==> src/rtl/bresp_scheduler_if.sv <==
// Burst-request, AHB-beat and response-FIFO signals between the AXI-to-AHB
// bridge datapath and the write-response scheduler.
interface bresp_scheduler_if;
    logic       burst_valid;
    logic [3:0] burst_len;
    logic       burst_ready;
    logic       beat_done;
    logic       beat_resp;
    logic       fifo_full;
    logic       fifo_write_en;
    logic [1:0] fifo_data;

    // Scheduler side.
    modport slave (
        input  burst_valid,
        input  burst_len,
        input  beat_done,
        input  beat_resp,
        input  fifo_full,
        output burst_ready,
        output fifo_write_en,
        output fifo_data
    );

    // Bridge datapath / FIFO side.
    modport master (
        output burst_valid,
        output burst_len,
        output beat_done,
        output beat_resp,
        output fifo_full,
        input  burst_ready,
        input  fifo_write_en,
        input  fifo_data
    );
endinterface

==> src/rtl/bresp_scheduler.sv <==
// Tracks one AXI write burst at a time, merges its AHB beat responses into a
// single BRESP, pushes it into the response FIFO and keeps saturating stats.
module bresp_scheduler #(
    parameter int unsigned TIMEOUT = 256,
    parameter int unsigned CNT_W   = 16
) (
    input  logic             clk,
    input  logic             reset,
    bresp_scheduler_if.slave bus,
    output logic             timeout_err,
    output logic             stray_beat,
    output logic [CNT_W-1:0] resp_cnt,
    output logic [CNT_W-1:0] err_cnt
);

    localparam bit          WDOG_EN = (TIMEOUT != 0);
    localparam int unsigned IDLE_W  = (TIMEOUT > 2) ? $clog2(TIMEOUT) : 1;
    localparam logic [IDLE_W-1:0] IDLE_LAST = WDOG_EN ? IDLE_W'(TIMEOUT - 1) : '0;

    localparam logic [1:0] RESP_OKAY   = 2'b00;
    localparam logic [1:0] RESP_SLVERR = 2'b10;
    localparam logic [1:0] RESP_DECERR = 2'b11;

    typedef enum logic [1:0] {
        S_IDLE,
        S_ACTIVE,
        S_PUSH
    } state_t;

    state_t            state_q, state_d;
    logic [3:0]        beat_cnt_q, beat_cnt_d;
    logic              err_acc_q, err_acc_d;
    logic [IDLE_W-1:0] idle_cnt_q, idle_cnt_d;
    logic [1:0]        resp_q, resp_d;
    logic              stray_q, stray_d;
    logic              err_next;
    logic              write_en;
    logic              wdog_fire;

    // Reset gates the strobe so a PUSH state caught by reset never writes.
    assign write_en = (state_q == S_PUSH) && !bus.fifo_full && !reset;

    always_comb begin
        state_d    = state_q;
        beat_cnt_d = beat_cnt_q;
        err_acc_d  = err_acc_q;
        idle_cnt_d = idle_cnt_q;
        resp_d     = resp_q;
        stray_d    = stray_q | (bus.beat_done && (state_q != S_ACTIVE));
        err_next   = err_acc_q | bus.beat_resp;
        wdog_fire  = 1'b0;

        case (state_q)
            S_IDLE: begin
                if (bus.burst_valid) begin
                    beat_cnt_d = bus.burst_len;
                    err_acc_d  = 1'b0;
                    idle_cnt_d = '0;
                    state_d    = S_ACTIVE;
                end
            end

            S_ACTIVE: begin
                if (bus.beat_done) begin
                    err_acc_d  = err_next;
                    idle_cnt_d = '0;
                    if (beat_cnt_q == 4'd0) begin
                        resp_d  = err_next ? RESP_SLVERR : RESP_OKAY;
                        state_d = S_PUSH;
                    end else begin
                        beat_cnt_d = beat_cnt_q - 4'd1;
                    end
                end else if (WDOG_EN && (idle_cnt_q == IDLE_LAST)) begin
                    // A stalled burst is reported as DECERR regardless of
                    // any SLVERR already collected.
                    wdog_fire = 1'b1;
                    resp_d    = RESP_DECERR;
                    state_d   = S_PUSH;
                end else if (WDOG_EN) begin
                    idle_cnt_d = idle_cnt_q + 1'b1;
                end
            end

            S_PUSH: begin
                if (write_en) begin
                    state_d = S_IDLE;
                end
            end

            default: begin
                state_d = S_IDLE;
            end
        endcase
    end

    always_ff @(posedge clk) begin
        if (reset) begin
            state_q    <= S_IDLE;
            beat_cnt_q <= '0;
            err_acc_q  <= 1'b0;
            idle_cnt_q <= '0;
            resp_q     <= RESP_OKAY;
            stray_q    <= 1'b0;
        end else begin
            state_q    <= state_d;
            beat_cnt_q <= beat_cnt_d;
            err_acc_q  <= err_acc_d;
            idle_cnt_q <= idle_cnt_d;
            resp_q     <= resp_d;
            stray_q    <= stray_d;
        end
    end

    // Statistics: index 0 counts every write, index 1 only non-OKAY writes.
    logic [1:0]       cnt_inc;
    logic [CNT_W-1:0] cnt_val [2];

    assign cnt_inc[0] = write_en;
    assign cnt_inc[1] = write_en && (resp_q != RESP_OKAY);

    genvar gi;
    generate
        for (gi = 0; gi < 2; gi++) begin : g_stat
            logic [CNT_W-1:0] cnt_q, cnt_d;

            always_comb begin
                cnt_d = cnt_q;
                if (cnt_inc[gi] && !(&cnt_q)) begin
                    cnt_d = cnt_q + 1'b1;
                end
            end

            always_ff @(posedge clk) begin
                if (reset) begin
                    cnt_q <= '0;
                end else begin
                    cnt_q <= cnt_d;
                end
            end

            assign cnt_val[gi] = cnt_q;
        end
    endgenerate

    assign bus.burst_ready   = (state_q == S_IDLE);
    assign bus.fifo_write_en = write_en;
    assign bus.fifo_data     = resp_q;
    assign timeout_err       = wdog_fire;
    assign stray_beat        = stray_q;
    assign resp_cnt          = cnt_val[0];
    assign err_cnt           = cnt_val[1];

endmodule

==> src/flat_wrapper.sv <==
// flat-port wrapper written by rule: the top's interface ports become plain ports
module bresp_scheduler_flat 
#(
    parameter int unsigned TIMEOUT = 256,
    parameter int unsigned CNT_W   = 16
)
  (clk, reset, timeout_err, stray_beat, resp_cnt, err_cnt, bus_burst_valid, bus_burst_len, bus_beat_done, bus_beat_resp, bus_fifo_full, bus_burst_ready, bus_fifo_write_en, bus_fifo_data);
  bresp_scheduler_if bus_i ();
  input  logic clk;
  input  logic reset;
  output logic timeout_err;
  output logic stray_beat;
  output logic [CNT_W-1:0] resp_cnt;
  output logic [CNT_W-1:0] err_cnt;
  input wire logic [$bits(bus_i.burst_valid)-1:0] bus_burst_valid;
  input wire logic [$bits(bus_i.burst_len)-1:0] bus_burst_len;
  input wire logic [$bits(bus_i.beat_done)-1:0] bus_beat_done;
  input wire logic [$bits(bus_i.beat_resp)-1:0] bus_beat_resp;
  input wire logic [$bits(bus_i.fifo_full)-1:0] bus_fifo_full;
  output wire logic [$bits(bus_i.burst_ready)-1:0] bus_burst_ready;
  output wire logic [$bits(bus_i.fifo_write_en)-1:0] bus_fifo_write_en;
  output wire logic [$bits(bus_i.fifo_data)-1:0] bus_fifo_data;
  assign bus_i.burst_valid = bus_burst_valid;
  assign bus_i.burst_len = bus_burst_len;
  assign bus_i.beat_done = bus_beat_done;
  assign bus_i.beat_resp = bus_beat_resp;
  assign bus_i.fifo_full = bus_fifo_full;
  assign bus_burst_ready = bus_i.burst_ready;
  assign bus_fifo_write_en = bus_i.fifo_write_en;
  assign bus_fifo_data = bus_i.fifo_data;
  bresp_scheduler #(.TIMEOUT(TIMEOUT), .CNT_W(CNT_W)) u_core (.clk(clk), .reset(reset), .bus(bus_i), .timeout_err(timeout_err), .stray_beat(stray_beat), .resp_cnt(resp_cnt), .err_cnt(err_cnt));
endmodule
==> config.mk <==
export PLATFORM = sky130hd
export DESIGN_NAME = bresp_scheduler_flat
export DESIGN_NICKNAME = d
export VERILOG_FILES = /design/src/rtl/bresp_scheduler_if.sv /design/src/rtl/bresp_scheduler.sv /design/src/flat_wrapper.sv
export SDC_FILE = /design/constraint.sdc
export NUM_CORES = 1
export LEC_CHECK = 0
export CAP_MARGIN = 20
export CORE_AREA = 10 10 98 100
export CTS_CLUSTER_DIAMETER = 120
export DETAILED_ROUTE_END_ITERATION = 10
export DIE_AREA = 0 0 108 110
export PLACE_DENSITY_LB_ADDON = 0.08
export SYNTH_ARGS = -nofsm -noshare
export SYNTH_HDL_FRONTEND = slang
export SYNTH_SLANG_ARGS = --single-unit
export TNS_END_PERCENT = 20
==> constraint.sdc <==
create_clock -name clk -period 2.45 [get_ports clk]
set_clock_uncertainty 0.05 [all_clocks]
set_input_delay 0.49 -clock clk [delete_from_list [all_inputs] [get_ports clk]]
set_output_delay 0.49 -clock clk [all_outputs]
set_load 0.005 [all_outputs]
* Word-level counts from Yosys, hierarchy flattened
Cells that the tools add are included.
** Operators by class
- Add/sub/neg operators :: 4
- Eq/ne operators :: 12
- Multiplexer cells :: 24
- Bitwise operators :: 2
- Reduce and logical (&&, ||, !) cells :: 22
** Operator list (count)
- $add 16x1->16 const B :: 2
- $reduce_and 16->1 :: 2
- $mux 8 :: 3
- $mux 2 :: 9
- $pmux 8 s2 :: 1
- $mux 4 :: 3
- $reduce_and 3->1 :: 3
- $add 8x1->8 const B :: 1
- $eq 8x8->1 const B :: 1
- $pmux 4 s2 :: 1
- $reduce_and 4->1 :: 2
- $logic_and 1x1->1 :: 6
- $ne 2x1->1 const B :: 3
- $ne 2x2->1 const B :: 3
- $ne 3x2->1 const B :: 2
- $pmux 2 s3 :: 1
- $reduce_bool 2->1 :: 3
- $mux 1 :: 5
- $logic_not 1->1 :: 4
- $logic_not 4->1 :: 1
- $sub 4x1->4 const B :: 1
- $ne 3x3->1 const B :: 1
- $eq 2x1->1 const B :: 1
- $eq 2x2->1 const B :: 1
- 3 further kinds :: 4
** Storage, ports and cells
- Flip-flop bits (word level) :: 50
- Output and inout bits :: 38
- Logic and storage cells :: 72

* Longest topological paths before layout
- Word-level depth :: 5
- Gate-level depth with buffers :: 9
- Gate-level depth less buffers :: 6

* Worst setup path after synthesis
Ideal clock, no wire load.
- Path type :: input to output
- From :: input bus_beat_done
- To :: output timeout_err
- Arrival time :: 1.527 ns
- Required time :: 1.910 ns
- Path slack :: 0.383 ns
- Stages :: 4
- Path buffers :: 2
- Path through :: buf_2 -> or3b_1 -> buf_2 -> nor4_4
** On the way
- Longest elaborated chain between the ends :: 2
** RTL lines
- start, declared :: line flat_wrapper.sv:17 : input wire logic [$bits(bus_i.beat_done)-1:0] bus_beat_done;
- $mux 1 :: line bresp_scheduler.sv:64 : if (bus.beat_done) begin
- $mux 1 :: line bresp_scheduler.sv:53 : case (state_q)
- end, declared :: line flat_wrapper.sv:11 : output logic timeout_err;
No other way between the ends.

* Worst setup path after layout
- From :: input bus_fifo_full
- To :: output bus_fifo_write_en
** On the way
- Longest elaborated chain between the ends :: 3
** RTL lines
- start, declared :: line flat_wrapper.sv:19 : input wire logic [$bits(bus_i.fifo_full)-1:0] bus_fifo_full;
- $logic_not 1->1 :: line bresp_scheduler.sv:41 : assign write_en = (state_q == S_PUSH) && !bus.fifo_full && !reset;
- $logic_and 1x1->1 (2 in a row) :: line bresp_scheduler.sv:41
- end, declared :: line flat_wrapper.sv:21 : output wire logic [$bits(bus_i.fifo_write_en)-1:0] bus_fifo_write_en;
No other way between the ends.

==> flow_summary.ini <==
[run_status]
status = finished, final reports clean

[global_route]
grt_max_degree = 46
grt.total_usage_pct = 11.6
gr-total-overflow = 0
grt_pass1_wl_um = 11500
antenna_found_initial = 0
grt_pass1_vias = 2358

[sta]
max_slew_margin_pct = 64.2
setup_viol_count_final = 0
slew_viol_final = 0
fin_crit_ns = 2.33
rsz0062_at_grt = no
hold_viol_final = 0
tightest_slew_ns = 0.531
fin_crit_sh_pct = 95.2
fmax_mhz = 429
whs_ns = 0.430

[yosys]
seq_area_frac_synth_pct = 37.9
ys_ff_latch = 50
synth_edf_count = 0
synth-async-reset-ratio_pct = 0
syn_inst = 303
synth_area_per_cell_um2 = 8.73
ys_types = 55
synthFlopType = dfxtp_1
yosys_warnings = 0
synthesis.area_um2 = 2640
synth_nets = 318

[floorplan]
start_util_pct = 34.6
core_um2 = 7650
die_h_um = 110
dieArea_um2 = 11900
ios = 48
num_rows = 32
fp.dieW_um = 108

[drt]
vias = 2517
ant_nets = 0
drtIter0Drc = 72
via_per_inst = 5.44
firstDrtPassIters = 4
wl_per_cell_um = 14.7
route.detailed.drc = 0
wl_um = 6830

[cts]
clockRootBuffer = clkbuf_8
cts_setup_buffers = 0
clk_pin_slew_ns = 0.10
cts_tree = built
cts_made_buffers = 5
clockBufferDepth = 2
cts_sinks = 50
clk_latency_ns = 0.31
cts_max_level = 2

[finish]
area_delta_synth_final_pct = 28.4
finalNetCount = 375
final_common_cell = dfxtp_1
fin_cells = 463
most-common-layout-cells = dfxtp_1, clkdlybuf4s50_1, a21oi_1
n_fill_cell = 790
final_area_um2 = 3390
drive_above_1_share_pct = 11.4
diodes = 0

[power_and_ir_drop]
p_seq_share_pct = 55.0
switching_share_pct = 25.7
p_clk_share_pct = 32.9
p_leak_nw = 1.13
power.internal_mw = 1.14
comb_power_share_pct = 12.0
peakVddDrop_v = 0.000227
powerDensity_nw_per_um2 = 451
p_sw_mw = 0.393

[setup_path]
crit_fanout = 4
worstPathCellList = clkdlybuf4s50_1 -> nor2_4 -> nand3_4 -> clkinv_4 -> clkdlybuf4s50_1
critical_path_buf_inv_count = 3
critPathTopFamily = buffers and inverters
start_kind = input port
arrival_ns = 1.79
critPathRequiredTime_ns = 1.91
slowest_delay_ns = 0.49
end_kind = output pin
crit_type = input port to output pin
critPathSlowestCell = clkdlybuf4s50_1
critPathMostFrequentCell = clkdlybuf4s50_1

[place]
placed_cells = 455
place_congestion = 0.804
dp_hpwl_um = 5050
dpl_cell_area_um2 = 3300
numPortBuffers = 47

[min_path]
hp-class = flip-flop to flip-flop

[job]
drv_cap = 0
==> power groups by stage <==
| stage | clock, mW | combinational, mW | sequential [mW] |
|---|---|---|---|
| finish | 0.505 | 0.185 | 0.843 |
| global route | 0.560 | 0.209 | 0.846 |
| CTS | 0.536 | 0.187 | 0.843 |
| detailed placement | 0 | 0.185 | 0.862 |
| global placement | 0 | 0.184 | 0.863 |
| floorplan | 0 | 0.119 | 0.861 |
==> routing by layer <==
metal / vias up / wire length, um / track usage [%]
li1: 1303 / - / -
met4: 0 / 59 / 2.86
met2: 43 / 3180 / 19.4
met1: 1165 / 3270 / 14.6
met5: - / 0 / 0
met3: 6 / 315 / 2.96
==> sequential cells by signal, indices dropped and copies added, names as in the netlist <==
register	flops
u_core.state_q	2
u_core.bus.fifo_data	2
u_core.err_acc_q	1
u_core.idle_cnt_q	8
u_core.stray_beat	1
u_core.beat_cnt_q	4
u_core.err_cnt	16
u_core.resp_cnt	16
==> per-stage QoR <==
stage	setup WS [ns]	setup TNS, ns	power (mW)	utilization (%)
after floorplan	0.383	0	0.980	-
after global placement	-0.238	-0.238	1.05	43.2
after detailed placement	-0.274	-0.274	1.05	43.2
after CTS	0.0310	0	1.57	44.4
after global routing	0.0489	0	1.62	44.4
final	0.118	0	1.53	44.4
==> layout make-up <==
type / instances / area [um2] / share of cell area, %
clock buffers: 6 / 82.6 / 2.43
multi-input cells: 226 / 1520 / 44.7
flip-flops and latches: 50 / 1000 / 29.5
repair buffers: 67 / 611 / 18.0
well taps: 102 / 128 / 3.76
clock inverters: 2 / 12.5 / 0.369
inverters: 10 / 42.5 / 1.25
==> kinds of logic (layout without fill, tap and decap cells) <==
kind of cell             Yosys count  in the layout  share of synthesized area (%)
AND/OR/NAND/NOR                  116            116                           28.3
AO/OA/AOI/OAI                     99             99                           24.3
flip-flops                        50             50                           37.9
buffers and inverters             27             85                           4.83
adder cells (fa/ha/maj)            5              5                           2.37
multiplexers                       5              5                           2.08
XOR/XNOR                           1              1                          0.331
==> what timing repair did <==
item | in CTS | in global routing
resized for setup | 2 | 2
setup endpoints to repair | 1 | 1
hold buffers | 0 | 0
==> path summary, 6_finish.rpt <==
path | to | slack (ns) | start | cells past startpoint
worst max-delay path | bus_fifo_write_en | 0.12 | bus_fifo_full | 5
worst max register to register | u_core.err_cnt[7] | 0.25 | u_core.err_cnt[0] | 6
worst min register to register | u_core.resp_cnt[7] | 0.43 | u_core.resp_cnt[7] | 1
worst min-delay path | u_core.resp_cnt[7] | 0.43 | u_core.resp_cnt[7] | 1
==> synthesized netlist by cell type (2+ instances only) <==
cell / instances / share of area [%]
nor2_1: 16 / 2.3
o31ai_1: 15 / 4.3
a211oi_1: 5 / 1.4
nand3_1: 19 / 3.6
dfxtp_1: 50 / 38
o41ai_1: 7 / 2.3
o21ai_1: 9 / 1.7
nand4_1: 10 / 2.4
nor2b_1: 4 / 0.95
nand2b_1: 2 / 0.47
a31oi_1: 3 / 0.71
nand2_1: 9 / 1.3
nor3_1: 4 / 0.76
clkbuf_1: 7 / 0.99
and2_1: 2 / 0.47
and4_1: 8 / 2.7
and3_1: 5 / 1.2
buf_2: 8 / 1.5
nor4_1: 2 / 0.47
nor3b_1: 2 / 0.57
o21ai_0: 8 / 1.5
or3_1: 8 / 1.9
ha_1: 5 / 2.4
o311ai_1: 5 / 1.7
or3b_1: 4 / 1.3
mux2_1: 4 / 1.7
or4_1: 13 / 3.7
a221oi_1: 2 / 0.66
inv_1: 8 / 1.1
a21oi_1: 34 / 6.4
(Power assumes the default switching activity.)
